--- config.mk ---
export PLATFORM = sky130hd
export DESIGN_NAME = fighter_move_ctrl
export DESIGN_NICKNAME = d
export VERILOG_FILES = /design/src/rtl/fighter_move_ctrl.sv
export SDC_FILE = /design/constraint.sdc
export NUM_CORES = 1
export LEC_CHECK = 0
export ABC_AREA = 1
export BUFFER_PORTS_ARGS = -buffer_cell sky130_fd_sc_hd__buf_2
export CORE_ASPECT_RATIO = 1.25
export CORE_MARGIN = 10
export CORE_UTILIZATION = 49
export CTS_CLUSTER_DIAMETER = 50
export DETAILED_ROUTE_END_ITERATION = 10
export PLACE_DENSITY = 0.72
export SLEW_MARGIN = 10
export SYNTH_ARGS = -nofsm -noshare
export SYNTH_HDL_FRONTEND = slang
export SYNTH_SLANG_ARGS = --single-unit
--- constraint.sdc ---
create_clock -name Clk -period 2.4 [get_ports Clk]
set_input_delay 0.36 -clock Clk [delete_from_list [all_inputs] [get_ports Clk]]
set_output_delay 0.36 -clock Clk [all_outputs]
set_load 0.03 [all_outputs]
--- src/rtl/fighter_move_ctrl.sv ---
// Per-player fighter motion sequencer: samples the keycode once per frame and
// steps the idle/walk/crouch/jump/land/knock-back machine that owns the sprite position.
module fighter_move_ctrl #(
  parameter int         X_START     = 160,
  parameter int         Y_GROUND    = 400,
  parameter int         X_MIN       = 16,
  parameter int         X_MAX       = 623,
  parameter int         WALK_STEP   = 2,
  parameter int         JUMP_V0     = 12,
  parameter int         GRAVITY     = 1,
  parameter int         LAND_FRAMES = 4,
  parameter int         HIT_FRAMES  = 8,
  parameter int         HIT_STEP    = 3,
  parameter logic [7:0] K_LEFT      = 8'h04,
  parameter logic [7:0] K_RIGHT     = 8'h07,
  parameter logic [7:0] K_CROUCH    = 8'h16,
  parameter logic [7:0] K_JUMP      = 8'h1A
) (
  input  logic       Clk,
  input  logic       Reset_n,
  input  logic       frame_tick,
  input  logic [7:0] keycode,
  input  logic       hit,
  output logic [9:0] PosX,
  output logic [9:0] PosY,
  output logic [2:0] State,
  output logic       Facing,
  output logic       Airborne
);

  typedef enum logic [2:0] {
    S_IDLE   = 3'd0,
    S_WALK   = 3'd1,
    S_CROUCH = 3'd2,
    S_JUMP   = 3'd3,
    S_LAND   = 3'd4,
    S_HIT    = 3'd5
  } state_t;

  localparam logic signed [10:0] XMIN_S  = 11'(X_MIN);
  localparam logic signed [10:0] XMAX_S  = 11'(X_MAX);
  localparam logic signed [10:0] WSTEP_S = 11'(WALK_STEP);
  localparam logic signed [10:0] HSTEP_S = 11'(HIT_STEP);
  localparam logic signed [10:0] YGND_S  = 11'(Y_GROUND);
  localparam logic [9:0]         X_RST   = 10'(X_START);
  localparam logic [9:0]         Y_GND   = 10'(Y_GROUND);
  localparam logic signed [5:0]  VY_JUMP = 6'(-JUMP_V0);
  localparam logic signed [5:0]  VY_GRAV = 6'(GRAVITY);
  localparam logic [3:0]         LAND_CNT = 4'(LAND_FRAMES);
  localparam logic [3:0]         HIT_CNT  = 4'(HIT_FRAMES);

  state_t             state_reg;
  logic signed [5:0]  vy_reg;
  logic [1:0]         jump_dir_reg;   // {moves horizontally, moves left}
  logic [3:0]         cnt_reg;
  logic               hit_latch_reg;

  logic signed [10:0] pos_x_s;
  logic signed [10:0] ny_s;
  logic [9:0]         x_left;
  logic [9:0]         x_right;
  logic [9:0]         x_hit;
  logic [9:0]         x_jump;

  // Walls hold the sprite at the limit; signed math keeps a step past 0 from wrapping.
  function automatic logic [9:0] clamp_x(input logic signed [10:0] x);
    if (x < XMIN_S)      return XMIN_S[9:0];
    else if (x > XMAX_S) return XMAX_S[9:0];
    else                 return x[9:0];
  endfunction

  always_comb begin
    pos_x_s = signed'({1'b0, PosX});
    ny_s    = signed'({1'b0, PosY}) + signed'({{5{vy_reg[5]}}, vy_reg});
    x_left  = clamp_x(pos_x_s - WSTEP_S);
    x_right = clamp_x(pos_x_s + WSTEP_S);
    x_hit   = Facing ? clamp_x(pos_x_s + HSTEP_S) : clamp_x(pos_x_s - HSTEP_S);
    x_jump  = PosX;
    if (jump_dir_reg[1])
      x_jump = jump_dir_reg[0] ? x_left : x_right;
  end

  assign State = state_reg;

  always_ff @(posedge Clk or negedge Reset_n) begin
    if (!Reset_n) begin
      state_reg     <= S_IDLE;
      PosX          <= X_RST;
      PosY          <= Y_GND;
      Facing        <= 1'b0;
      Airborne      <= 1'b0;
      vy_reg        <= '0;
      jump_dir_reg  <= '0;
      cnt_reg       <= '0;
      hit_latch_reg <= 1'b0;
    end else if (frame_tick) begin
      hit_latch_reg <= 1'b0;
      if (hit_latch_reg || hit) begin
        state_reg <= S_HIT;
        cnt_reg   <= HIT_CNT;
        PosY      <= Y_GND;
        vy_reg    <= '0;
        Airborne  <= 1'b0;
      end else begin
        case (state_reg)
          S_IDLE, S_WALK, S_CROUCH: begin
            if (keycode == K_JUMP) begin
              state_reg    <= S_JUMP;
              vy_reg       <= VY_JUMP;
              jump_dir_reg <= (state_reg == S_WALK) ? {1'b1, Facing} : 2'b00;
              Airborne     <= 1'b1;
            end else if (keycode == K_LEFT) begin
              state_reg <= S_WALK;
              Facing    <= 1'b1;
              PosX      <= x_left;
            end else if (keycode == K_RIGHT) begin
              state_reg <= S_WALK;
              Facing    <= 1'b0;
              PosX      <= x_right;
            end else if (keycode == K_CROUCH) begin
              state_reg <= S_CROUCH;
            end else begin
              state_reg <= S_IDLE;
            end
          end
          S_JUMP: begin
            if (ny_s >= YGND_S) begin
              PosY      <= Y_GND;
              vy_reg    <= '0;
              state_reg <= S_LAND;
              cnt_reg   <= LAND_CNT;
              Airborne  <= 1'b0;
            end else begin
              PosY   <= ny_s[9:0];
              vy_reg <= vy_reg + VY_GRAV;
              PosX   <= x_jump;
            end
          end
          S_LAND: begin
            cnt_reg <= cnt_reg - 4'd1;
            if (cnt_reg <= 4'd1) begin
              cnt_reg   <= '0;
              state_reg <= S_IDLE;
            end
          end
          S_HIT: begin
            PosX    <= x_hit;
            cnt_reg <= cnt_reg - 4'd1;
            if (cnt_reg <= 4'd1) begin
              cnt_reg   <= '0;
              state_reg <= S_IDLE;
            end
          end
          default: state_reg <= S_IDLE;
        endcase
      end
    end else if (hit) begin
      hit_latch_reg <= 1'b1;
    end
  end

endmodule
==> results of run 1 <==
cells in the mapped netlist, types with 5 or more instances:
cell | number | area (sq um)
nor2_4 | 7 | 78.8
ha_1 | 22 | 275
o21ai_0 | 24 | 120
nand2_1 | 277 | 1040
nor3_1 | 5 | 25.0
nor2_1 | 59 | 221
buf_4 | 6 | 45.0
nand2_2 | 13 | 81.3
xor2_1 | 11 | 96.3
nand4_1 | 13 | 81.3
dfrtp_1 | 33 | 826
a21oi_1 | 21 | 105
nand3_1 | 90 | 450
dfstp_2 | 5 | 131
inv_1 | 76 | 285
o21ai_1 | 6 | 30.0
inv_2 | 7 | 26.3
o31ai_1 | 5 | 37.5
worst max-delay path: stages, from the launching register on:
cell	delay, ps
dfrtp_1	390
ha_2	210
fa_2	410
nand3_2	110
nand2_4	70
nand2_2	80
nand2_1	50
nand2_1	50
nand2_1	70
nand3_1	80
nand3_1	90
nand2_2	110
nand2_4	80
nand2_4	100
nor2_2	50
buf_4	170
nand2_1	50
nand2_1	50
cell type report:
cell class	instances	share of cell area
clock buffers	6	0.0149
repair buffers	105	0.136
clock inverters	2	0.0108
multi-input cells	591	0.579
well taps	120	0.0270
inverters	86	0.0581
flip-flops and latches	38	0.174
power groups by stage:
stage	sequential (mW)	clock (mW)	combinational, mW
floorplan	1.25	0	3.30
global placement	1.06	0	5.23
detailed placement	1.06	0	5.31
CTS	1.06	0.693	5.36
global route	1.10	0.721	6.46
finish	1.09	0.681	5.87
metrics by stage:
step | std cells | cell area, sq um | power, mW | TNS [ps]
CTS | 937 | 5240 | 7.11 | 0
global placement | 929 | 5080 | 6.29 | 0
floorplan | 730 | 4390 | 4.55 | 0
global route | 948 | 5560 | 8.28 | -379
detailed placement | 929 | 5080 | 6.37 | -197
finish | 948 | 5560 | 7.64 | 0
logic make-up (layout without fill, tap and decap cells):
group	count (synthesis)	count (layout)	synth area share
buf+inv	101	199	0.0975
xor+xnor	12	12	0.0239
compound gates	65	65	0.0815
flops	38	38	0.218
simple gates	491	491	0.512
fa+ha+maj	23	23	0.0673
timing repair:
action	CTS	global route
gates resized for setup	10	68
pin swaps	0	17
endpoints found under the setup margin	20	34
hold buffers	0	0
endpoints found under the hold margin	0	0
setup buffers	0	11
path summary, 6_finish.rpt:
kind | cells past startpoint | slack, ps | from | end
max in group asynchronous | 1 | 1640 | Reset_n | vy_reg[3]$_DFFE_PN0P_
min in group Clk | 2 | 290 | frame_tick | hit_latch_reg$_DFFE_PN0P_
hold / removal | 1 | 170 | Reset_n | PosY[2]$_DFFE_PN0P_
hold reg to reg | 2 | 470 | Airborne$_DFFE_PN0P_ | Airborne$_DFFE_PN0P_
setup reg to reg | 17 | 80 | PosY[0]$_DFFE_PN0P_ | PosY[1]$_DFFE_PN0P_
setup / recovery | 17 | 80 | PosY[0]$_DFFE_PN0P_ | PosY[1]$_DFFE_PN0P_
metal layers:
layer	global-route usage	wire, um	vias up
li1	-	-	2522
met1	0.215	5640	2357
met2	0.399	7840	144
met3	0.0245	514	55
met4	0.129	903	0
met5	0	0	-
==> insert_results.sql, run 1 <==
INSERT INTO impl_metrics (metric_group, metric, value, unit) VALUES
('floorplan', 'fp.dieW', '105', 'um'),
('routing', 'via_count', '5078', ''),
('routing', 'route.antenna.remaining_nets', '0', ''),
('routing', 'pre_repair_dr_iteration_count', '5', ''),
('finish', 'final-seq-area', '967', 'sq um'),
('power', 'power.switching', '4.19', 'mW'),
('cts', 'clock-sinks', '38', ''),
('yosys', 'synth_warnings', '0', ''),
('place', 'post-dp-hpwl', '11500', 'um'),
('timing', 'timing.hold.ws', '168', 'ps'),
('cts', 'h-tree-depth', '2', ''),
('timing', 'timing_worst_slew_pin_value', '849', 'ps'),
('finish', 'multiInputGateArea', '3220', 'sq um'),
('power', 'clockPowerShare', '0.089', ''),
('timing', 'period_minus_ws_final', '2320', 'ps'),
('routing', 'wire_per_inst', '15.7', 'um'),
('yosys', 'synthesis.nets', '765', ''),
('cts', 'worst_setup_hold_path_clk_slew', '70', 'ps'),
('floorplan', 'rows', '38', ''),
('timing', 'min_period_over_period', '0.967', ''),
('floorplan', 'count_of_pins_on_the_block_boundary', '37', ''),
('global_routing', 'first_global_vias', '4893', ''),
('setup_path', 'worst-endpoint-required', '2590', 'ps'),
('timing', 'report.final.hold_viol_count', '0', ''),
('setup_path', 'path_class', 'flip-flop to flip-flop', ''),
('finish', 'filler_cell_count', '824', ''),
('power', 'p_per_area', '1370', 'nW/um^2'),
('cts', 'cts.root.buffer_cell', 'clkbuf_8', ''),
('finish', 'drive_gt1_frac', '0.267', ''),
('power', 'comb_power_share', '0.769', ''),
('yosys', 'syn-mean-instance-area', '6.01', 'sq um'),
('power', 'share_seq_of_total_power', '0.142', ''),
('finish', 'syn2layout_area_growth', '26.6', '%'),
('finish', 'mostFrequentLayoutCells', '258 x nand2_1, 82 x nand3_1, 72 x inv_1, 60 x buf_4, 52 x nor2_1', ''),
('timing', 'slew-limit-headroom', '0.434', ''),
('floorplan', 'die_area', '13200', 'sq um'),
('hold_path', 'holdCritPathClass', 'input port to asynchronous set/reset pin', ''),
('yosys', 'async_reset_ff_frac', '1.00', ''),
('power', 'switching_share', '0.549', ''),
('finish', 'num-nets-final', '862', ''),
('routing', 'route.detailed.vias_per_inst', '5.36', ''),
('routing', 'drc', '0', ''),
('yosys', 'netlist-cell-type-count', '44', ''),
('timing', 'worst_clock_skew', '10.5', 'ps'),
('cts', 'cts_tree', 'built', ''),
('timing', 'rsz0062_at_grt', 'true', ''),
('finish', 'fin_util', '0.639', ''),
('setup_path', 'worstSetupEndpointType', 'flip-flop', ''),
('global_routing', 'grt_util_all_layers', '0.211', ''),
('yosys', 'commonest_register_cell_after_synthesis', 'dfrtp_1', ''),
('run', 'drv.max_cap_violation_count', '0', ''),
('floorplan', 'initial_utilization', '0.504', ''),
('place', 'globalplace.congestion', '0.992', ''),
('cts', 'clock_latency', '300', 'ps'),
('power', 'irDropWorstVdd', '0.778', 'mV'),
('power', 'total_leakage_power', '2.99', 'nW'),
('yosys', 'synth_edf_count', '0', ''),
('yosys', 'synthesized_instance_count', '730', ''),
('finish', 'layout.cells.most_common', 'nand2_1', ''),
('setup_path', 'critical_path_peak_fanout', '5', ''),
('yosys', 'seq_area_frac_synth', '0.218', ''),
('setup_path', 'critical_path_startpoint_category', 'flip-flop', ''),
('yosys', 'post_synth_instance_area', '4390', 'sq um'),
('global_routing', 'total_global_routing_overflow', '0', ''),
('timing', 'minimum_setup_slack_in_the_final_design', '79.2', 'ps'),
('finish', 'antennaDiodeCount', '0', ''),
('run_status', 'status', 'completed', ''),
('global_routing', 'grt_max_degree', '39', ''),
('global_routing', 'first_pass_grt_wire_length', '23400', 'um'),
('global_routing', 'antenna_found_initial', '0', ''),
('floorplan', 'die_y', '126', 'um'),
('timing', 'timing.fmax', '0.431', 'GHz'),
('floorplan', 'core', '8700', 'sq um'),
('routing', 'totalWireLength', '14900', 'um'),
('yosys', 'register_bit_total_from_synthesis', '38', ''),
('timing', 'final_report_max_slew_violation_count', '0', ''),
('routing', 'drt_first_iter_violations', '262', ''),
('cts', 'cts_buffers', '5', ''),
('place', 'buffer_ports.inserted', '36', ''),
('cts', 'max-clock-path-buffers', '2', ''),
('setup_path', 'worst-endpoint-arrival', '2510', 'ps'),
('power', 'internal_power', '3.44', 'mW'),
('timing', 'timing.final.setup_violations', '0', ''),
('place', 'post-place-ws', '-41.1', 'ps');
Power figures use the tool's default switching activity.
==> run 2: changes to the inputs <==
Settings changed: PLACE_DENSITY 0.72 to 0.69.
Clock period 2.4 ns to 2.5 ns, I/O delays scaled along.
==> run 2 against run 1 <==
  * Critical endpoint is now PosY[2]$_DFFE_PN0P_
  * Wire length fell by 5.5%
  * Die area did not move
  * Critical path type unchanged
  * First-iteration DRC count rose by 19%
  * Sequential power fell by 6%
  * Maximum frequency fell by 0.20%
  * Setup slack improved by 95 ps
  * Total power fell by 12%
  * Combinational power fell by 14%
  * Flip-flop and latch count did not move
  * Clock skew fell by 7.7 ps
==> insert_results.sql, run 2 (same netlist as run 1, synthesis figures left out) <==
INSERT INTO impl_metrics (metric_group, metric, value, unit) VALUES
('run_status', 'status', 'completed', ''),
('timing', 'timing.final.setup_violations', '0', ''),
('setup_path', 'timing.reg2reg.setup_slack', '170', 'ps'),
('global_routing', 'globalRouteMet2Util', '0.400', ''),
('timing', 'worst_clock_skew', '2.76', 'ps'),
('cts', 'cts.root.buffer_cell', 'clkbuf_8', ''),
('cts', 'clock-sinks', '38', ''),
('routing', 'pre_repair_dr_iteration_count', '5', ''),
('setup_path', 'worstSetupEndpointType', 'flip-flop', ''),
('global_routing', 'grtUsageMet3', '0.0270', ''),
('cts', 'cts_tree', 'built', ''),
('timing', 'minimum_setup_slack_in_the_final_design', '174', 'ps'),
('place', 'numPlacedInstances', '904', ''),
('floorplan', 'die_y', '126', 'um'),
('place', 'post-place-ws', '-31.8', 'ps'),
('setup_path', 'timing.rr.start', 'PosY[0]$_DFFE_PN0P_', ''),
('floorplan', 'core', '8700', 'sq um'),
('timing', 'timing_worst_slew_pin_value', '910', 'ps'),
('routing', 'route.detailed.vias_per_inst', '5.33', ''),
('global_routing', 'first_global_vias', '4734', ''),
('setup_path', 'r2r-end', 'PosY[2]$_DFFE_PN0P_', ''),
('timing', 'min_period_over_period', '0.930', ''),
('place', 'post_dp_cell_area', '4890', 'sq um'),
('timing', 'timing.hold.ws', '196', 'ps'),
('routing', 'drt_first_iter_violations', '312', ''),
('routing', 'route.antenna.remaining_nets', '0', ''),
('finish', 'fin_area', '5200', 'sq um'),
('setup_path', 'worst-endpoint-required', '2700', 'ps'),
('cts', 'h-tree-depth', '2', ''),
('floorplan', 'die_area', '13200', 'sq um'),
('power', 'total_leakage_power', '2.83', 'nW'),
('routing', 'drc', '0', ''),
('floorplan', 'rows', '38', ''),
('global_routing', 'global_route.usage.met1', '0.206', ''),
('hold_path', 'holdCritPathClass', 'input port to asynchronous set/reset pin', ''),
('setup_path', 'path_class', 'flip-flop to flip-flop', ''),
('finish', 'drive_gt1_frac', '0.198', ''),
('cts', 'clock_latency', '300', 'ps'),
('finish', 'mostFrequentLayoutCells', '268 x nand2_1, 87 x nand3_1, 74 x inv_1, 58 x nor2_1, 36 x buf_2', ''),
('global_routing', 'grt_util_all_layers', '0.205', ''),
('setup_path', 'critical_path_startpoint_category', 'flip-flop', ''),
('setup_path', 'critical_path_peak_fanout', '5', ''),
('setup_path', 'worst_reg_to_reg_path_cell_count', '17', ''),
('floorplan', 'fp.dieW', '105', 'um'),
('timing', 'rsz0062_at_grt', 'false', ''),
('power', 'irDropWorstVdd', '0.628', 'mV'),
('global_routing', 'grt.busiest_layer', 'met2', ''),
('finish', 'syn2layout_area_growth', '18.5', '%'),
('finish', 'antennaDiodeCount', '0', ''),
('global_routing', 'grt_max_degree', '39', ''),
('place', 'globalplace.congestion', '0.960', ''),
('routing', 'via_count', '4878', ''),
('global_routing', 'first_pass_grt_wire_length', '22500', 'um'),
('floorplan', 'initial_utilization', '0.504', ''),
('cts', 'worst_setup_hold_path_clk_slew', '80', 'ps'),
('timing', 'slew-limit-headroom', '0.393', ''),
('timing', 'final_sum_of_negative_setup_slack', '0', 'ps'),
('power', 'fin_total_pwr', '6.73', 'mW'),
('routing', 'wire_per_inst', '15.4', 'um'),
('finish', 'final_cells', '916', ''),
('power', 'p_per_area', '1290', 'nW/um^2'),
('cts', 'max-clock-path-buffers', '2', ''),
('cts', 'cts_buffers', '5', ''),
('finish', 'fin_util', '0.598', ''),
('timing', 'report.final.hold_viol_count', '0', ''),
('floorplan', 'count_of_pins_on_the_block_boundary', '37', ''),
('routing', 'totalWireLength', '14100', 'um'),
('finish', 'num-nets-final', '830', ''),
('run', 'drv.max_cap_violation_count', '0', ''),
('global_routing', 'antenna_found_initial', '0', ''),
('place', 'buffer_ports.inserted', '36', ''),
('global_routing', 'total_global_routing_overflow', '0', ''),
('timing', 'period_minus_ws_final', '2330', 'ps'),
('setup_path', 'worst-endpoint-arrival', '2530', 'ps'),
('finish', 'layout.cells.most_common', 'nand2_1', ''),
('timing', 'timing.fmax', '0.430', 'GHz'),
('timing', 'final_report_max_slew_violation_count', '0', ''),
('place', 'post-dp-hpwl', '11100', 'um');
==> run 2: cell types whose count changed in the layout (fill, tap and decap cells not counted), moves of 4 or more <==
cell	change
dfrtp_1	+6
nand2_2	-10
nor2_2	-7
nand2_1	+10
nand3_1	+5
buf_6	-5
o21ai_1	-5
ha_1	+4
buf_4	-27
dfrtp_2	-6
nand3_2	-5
o21ai_0	+5
nor2_1	+6
==> run 2: final cells by class <==
type | count | area, sq um
tap | 120 | 150
clock buffer | 6 | 82.6
multi-input combinational | 591 | 3130
inverter | 86 | 327
clock inverter | 2 | 60.1
fill | 891 | 3500
sequential | 38 | 963
timing repair buffer | 73 | 487
==> run 2: where the power goes <==
group          switching, mW  leakage (nW)  internal (mW)
clock                  0.245        0.0714          0.426
combinational           3.33          2.27           1.71
sequential             0.231         0.484          0.793
total                   3.80          2.83           2.93
==> run 2: worst max-delay path, stage by stage (launching register included) <==
cell and delay, ps:
dfrtp_1 410, ha_2 220, fa_2 350, nand3_1 110
nand2_2 100, nand2_1 100, nand2_1 60, nand2_1 70
nand2_1 70, nand3_1 80, nand3_1 90, nand2_2 100
nand2_4 90, nand2_4 90, nor2_4 40, buf_4 150
nand2_1 50, nand2_1 50
==> run 2: layer usage <==
metal	vias up	wire [um]
met1	2230	5290
met4	0	669
met2	135	7580
met5	-	0
li1	2465	-
met3	48	542
==> run 2: worst max path at each step <==
stage | start | to | slack (ps) | cells after the start
5_1_grt | PosY[0]$_DFFE_PN0P_ | PosX[7]$_DFFE_PN1P_ | 2 | 14
3_3_place_gp | PosX[5]$_DFFE_PN1P_ | PosX[6]$_DFFE_PN0P_ | 100 | 12
3_5_place_dp | PosY[0]$_DFFE_PN0P_ | cnt_reg[0]$_DFFE_PN0P_ | -30 | 13
4_1_cts | PosY[0]$_DFFE_PN0P_ | State[1]$_DFFE_PN0P_ | 20 | 14
6_report | PosY[0]$_DFFE_PN0P_ | PosY[2]$_DFFE_PN0P_ | 170 | 17
2_1_floorplan | PosX[1]$_DFFE_PN0P_ | PosX[3]$_DFFE_PN0P_ | 50 | 16
==> run 2: what timing repair did <==
action                     4_1_cts  5_1_grt
hold buffers                     0        0
resized for setup                2       35
buffers inserted                 0        4
setup endpoints to repair        1       31
pin swaps                        0        2
